===== config.mk =====
export PLATFORM = sky130hd
export DESIGN_NAME = paddle_encoder
export DESIGN_NICKNAME = d
export VERILOG_FILES = /design/src/rtl/paddle_encoder.sv
export SDC_FILE = /design/constraint.sdc
export NUM_CORES = 1
export LEC_CHECK = 0
export CAP_MARGIN = 20
export CORE_MARGIN = 2
export CORE_UTILIZATION = 40
export CTS_CLUSTER_DIAMETER = 80
export DETAILED_ROUTE_END_ITERATION = 8
export PLACE_DENSITY = 0.63
export SYNTH_ARGS = -nofsm -noshare
export SYNTH_HDL_FRONTEND = slang
export SYNTH_SLANG_ARGS = --single-unit
export TNS_END_PERCENT = 5

===== constraint.sdc =====
create_clock -name clk -period 3.1 [get_ports clk]
set_clock_uncertainty 0.15 [all_clocks]
set_input_delay 0.62 -clock clk [delete_from_list [all_inputs] [get_ports clk]]
set_output_delay 0.62 -clock clk [all_outputs]
set_load 0.02 [all_outputs]

===== src/rtl/paddle_encoder.sv =====
// Quadrature paddle front-end: per-phase debounce, quadrature step decode and
// a saturating paddle position with a synchronous recentre request.
module paddle_encoder #(
    parameter int DEBOUNCE_CYCLES = 1000,
    parameter int POS_WIDTH       = 9,
    parameter int POS_MIN         = 0,
    parameter int POS_MAX         = 400,
    parameter int POS_INIT        = 200,
    parameter int STEP            = 4
) (
    input  logic                 clk,
    input  logic                 reset_n,
    input  logic                 a_in,
    input  logic                 b_in,
    input  logic                 center,
    output logic [POS_WIDTH-1:0] pos,
    output logic                 step_up,
    output logic                 step_down,
    output logic                 err
);

    localparam int CW = $clog2(DEBOUNCE_CYCLES + 1);
    localparam int XW = POS_WIDTH + 1;

    localparam logic [CW-1:0]        CNT_LAST = CW'(DEBOUNCE_CYCLES - 1);
    localparam logic [XW-1:0]        MAX_X    = XW'(POS_MAX);
    localparam logic [XW-1:0]        STEP_X   = XW'(STEP);
    localparam logic [XW-1:0]        FLOOR_X  = XW'(POS_MIN + STEP);
    localparam logic [POS_WIDTH-1:0] MIN_P    = POS_WIDTH'(POS_MIN);
    localparam logic [POS_WIDTH-1:0] MAX_P    = POS_WIDTH'(POS_MAX);
    localparam logic [POS_WIDTH-1:0] INIT_P   = POS_WIDTH'(POS_INIT);
    localparam logic [POS_WIDTH-1:0] STEP_P   = POS_WIDTH'(STEP);

    // Returns {filtered, counter}: the filter flips only after DEBOUNCE_CYCLES
    // consecutive disagreeing samples.
    function automatic logic [CW:0] debounce_next(
        input logic          raw,
        input logic          db,
        input logic [CW-1:0] cnt
    );
        logic [CW:0] res;
        if (raw == db) begin
            res = {db, {CW{1'b0}}};
        end else if (cnt == CNT_LAST) begin
            res = {raw, {CW{1'b0}}};
        end else begin
            res = {db, cnt + CW'(1)};
        end
        return res;
    endfunction

    // Returns {up, down} for a single-bit Gray transition prev -> cur.
    function automatic logic [1:0] quad_dir(
        input logic [1:0] prev,
        input logic [1:0] cur
    );
        logic [1:0] dir;
        case ({prev, cur})
            4'b00_01, 4'b01_11, 4'b11_10, 4'b10_00: dir = 2'b10;
            4'b01_00, 4'b11_01, 4'b10_11, 4'b00_10: dir = 2'b01;
            default:                                 dir = 2'b00;
        endcase
        return dir;
    endfunction

    logic                 a_db_r, b_db_r;
    logic [CW-1:0]        a_cnt_r, b_cnt_r;
    logic [1:0]           prev_r;
    logic [POS_WIDTH-1:0] pos_r;
    logic                 step_up_r, step_down_r, err_r;

    logic                 a_db_s, b_db_s;
    logic [CW-1:0]        a_cnt_s, b_cnt_s;
    logic [1:0]           cur_s;
    logic                 up_s, down_s, err_s;
    logic [XW-1:0]        sum_s;
    logic [POS_WIDTH-1:0] pos_s;

    // Debounce next-state for both phases.
    always_comb begin
        {a_db_s, a_cnt_s} = debounce_next(a_in, a_db_r, a_cnt_r);
        {b_db_s, b_cnt_s} = debounce_next(b_in, b_db_r, b_cnt_r);
    end

    // Decode filtered phases and compute the saturating next position.
    always_comb begin
        cur_s           = {a_db_r, b_db_r};
        {up_s, down_s}  = quad_dir(prev_r, cur_s);
        err_s           = ((prev_r ^ cur_s) == 2'b11);
        sum_s           = {1'b0, pos_r} + STEP_X;
        if (center) begin
            pos_s = INIT_P;
        end else if (up_s) begin
            pos_s = (sum_s > MAX_X) ? MAX_P : sum_s[POS_WIDTH-1:0];
        end else if (down_s) begin
            // Compare before subtracting so the floor never wraps.
            pos_s = ({1'b0, pos_r} < FLOOR_X) ? MIN_P : (pos_r - STEP_P);
        end else begin
            pos_s = pos_r;
        end
    end

    // State and output registers.
    always_ff @(posedge clk or negedge reset_n) begin
        if (!reset_n) begin
            a_db_r      <= 1'b0;
            b_db_r      <= 1'b0;
            a_cnt_r     <= {CW{1'b0}};
            b_cnt_r     <= {CW{1'b0}};
            prev_r      <= 2'b00;
            pos_r       <= INIT_P;
            step_up_r   <= 1'b0;
            step_down_r <= 1'b0;
            err_r       <= 1'b0;
        end else begin
            a_db_r      <= a_db_s;
            b_db_r      <= b_db_s;
            a_cnt_r     <= a_cnt_s;
            b_cnt_r     <= b_cnt_s;
            prev_r      <= cur_s;
            pos_r       <= pos_s;
            step_up_r   <= up_s;
            step_down_r <= down_s;
            err_r       <= err_s;
        end
    end

    assign pos       = pos_r;
    assign step_up   = step_up_r;
    assign step_down = step_down_r;
    assign err       = err_r;

endmodule


==> impl_metrics.ini <==
[run_status]
status = finished, final reports clean

[sta]
hold_viol = 0
post-route-period-util_pct = 76.5
finalCriticalPeriod_ns = 2.37
worst_pin_slew_ns = 0.673
fmax_mhz = 421
setup_viol = 0
setup_slack_ns = 0.727
rsz0062_at_grt = false
fin_tns_setup_ns = 0
slew-limit-headroom_pct = 54.8
drv_slew = 0

[clock_tree]
hold_buffers = 0
numCtsBuffers = 5
cts_tree = yes
h-tree-depth = 2
clkSinkCount = 34
cts-root-buf = clkbuf_8
clock_latency_ns = 0.29
clockBufferDepth = 2
cts-resized-gates = 0
path_clk_slew_ns = 0.07
cts_setup_buffers = 0

[logic_synthesis]
synthFlopType = dfrtp_1
synth_common_cells = dfrtp_1, nor2_1, nand3_1
synthArstFlopShare_pct = 100
synth_edf_count = 0
yosysMostFrequentCell = dfrtp_1
synth_seq_area_share_pct = 43.2
synth.largest_area_cell = dfrtp_1
synth_area_leaders = dfrtp_1, nor2_1, xnor2_1
synth_warnings = 0
syn_avg_cell_area_um2 = 9.70
netlist_instances = 204
ys_ff_latch = 34
ys_types = 56
syn-cell-area_um2 = 1980
synth_top_area_share_pct = 39.2

[placed_design]
place_congestion = 0.822
pre_cts_ws_ns = 0.803
place_area_um2 = 2140
io_buffers = 14
dpl.hpwl_um = 2440

[global_route]
grt_overflow = 0
grt_pass1_vias = 1407
grt_usage_pct = 15.0
antenna_found_initial = 0
grt_max_degree = 35
grt_pass1_wl_um = 6280

[layout]
utilization_pct = 46.9
drive_gt1_share_pct = 9.63
final_area_um2 = 2230
nets = 226
areaGrowthSynthToFinish_pct = 12.6
antennaDiodeCount = 0

[worst_hold_path]
hold_class = flip-flop to flip-flop
hold_path_end = a_cnt_r[0]$_DFF_PN0_
hold_depth = 1
worstHoldStart = a_cnt_r[0]$_DFF_PN0_

[critical_path]
cp_top_family = flip-flops
rr_worst_depth = 7
worstSetupEndpointType = primary output
worstReg2RegEnd = pos[8]$_DFFE_PN0P_
worstPathMaxFanout = 12
crit_required_ns = 2.33
arrival_ns = 1.60
crit_type = flip-flop to primary output
cp-start-kind = flip-flop
cp_slowest_stage_delay_ns = 0.67
timing.critical_path.buf_inv = 1
crit_path_top_delay_cell = dfstp_2
crit_chain = clkdlybuf4s50_1
r2r-start = pos[2]$_DFFE_PN0P_
reg2reg_slack_ns = 0.79

[flow_run]
drv_cap = 0

[routing]
viasPerCell = 5.06
firstDrtPassIters = 4
routed_wl_um = 3480
vias = 1443
drtIter0Drc = 114
wl_per_cell_um = 12.2
drc_errors = 0
ant_nets = 0

[floorplan]
die_area_um2 = 5530
io_pins = 17
die_y_um = 74.3
fp-row-count = 25
chipWidth_um = 74.3
initial_core_util_pct = 41.6
core_um2 = 4750

[pwr]
power.density_nw_per_um2 = 452
p_leak_nw = 0.905
peakVddDrop_v = 0.000310
-- flip-flops by register name, summed over array words and instances, names as in the netlist --
register / flops
step_up: 1
a_db_r: 1
step_down: 1
err: 1
prev_r: 2
pos: 7
b_cnt_r: 10
a_cnt_r: 10
b_db_r: 1
-- power by group --
group	switching (mW)	internal, mW	total, mW	leakage [nW]
logic	0.0930	0.0754	0.168	0.406
registers	0.0336	0.468	0.502	0.450
clock network	0.159	0.179	0.338	0.0482
-- cell families after synthesis --
logic type                 Yosys count  synth area share (%)
and+or+nand+nor                     86                  22.4
AOI/OAI and AO/OA                   35                  12.1
DFF                                 34                  43.2
xor gates and xnor gates            24                  12.7
buffers and inverters               17                  5.25
adders and majority gates            4                  2.53
muxes                                3                  1.64
other                                1                 0.189
-- stage by stage --
step / hold WS, ns / total power, mW / cells
floorplan: 0.174 / 0.626 / 205
global placement: 0.292 / 0.679 / 277
detailed placement: 0.294 / 0.679 / 277
CTS: 0.303 / 1.02 / 285
global route: 0.329 / 1.07 / 285
finish: 0.298 / 1.01 / 285
-- final cells by class --
class,instances,area [µm²]
well taps,67,83.8
flip-flops and latches,34,855
clock inverters,1,5.00
multi-input cells,154,1020
clock buffers,7,86.3
repair buffers,15,148
inverters,7,26.3
fillers,461,2530
-- layer usage --
metal | track usage (%) | up-vias | routed length (µm)
met3 | 4.61 | 9 | 186
li1 | - | 733 | -
met4 | 7.94 | 0 | 71
met2 | 22.1 | 39 | 1540
met5 | 0 | - | 0
met1 | 19.9 | 662 | 1680
-- layout by cell type, fill, tap and decap left out, types with 3 or more instances in the layout --
master           instances
or4_1                    3
clkbuf_8                 6
clkdlybuf4s50_1         14
inv_1                    7
nor3_1                   4
nand4_1                  3
ha_1                     4
or3_1                    6
nor2_1                  28
o21ai_0                  5
dfstp_2                  3
dfrtp_1                 31
and2_1                   3
a21oi_1                  7
nand3_1                 13
and3_1                   3
xor2_1                  10
xnor2_1                 10
o21ai_1                  4
nand2_1                 12
-- how the worst max path moves through the flow --
stage,from,endpoint,slack [ns],cells past startpoint
final,pos[6]$_DFFE_PN1P_,pos[6],0.73,1
after global routing,pos[3]$_DFFE_PN1P_,pos[4]$_DFFE_PN0P_,0.64,6
after CTS,pos[6]$_DFFE_PN1P_,pos[6],0.72,1
after detailed placement,pos[2]$_DFFE_PN0P_,pos[8]$_DFFE_PN0P_,0.80,7
after global placement,pos[2]$_DFFE_PN0P_,pos[8]$_DFFE_PN0P_,0.84,7
after floorplan,pos[2]$_DFFE_PN0P_,pos[8]$_DFFE_PN0P_,0.82,7
(Power assumes the default switching activity.)
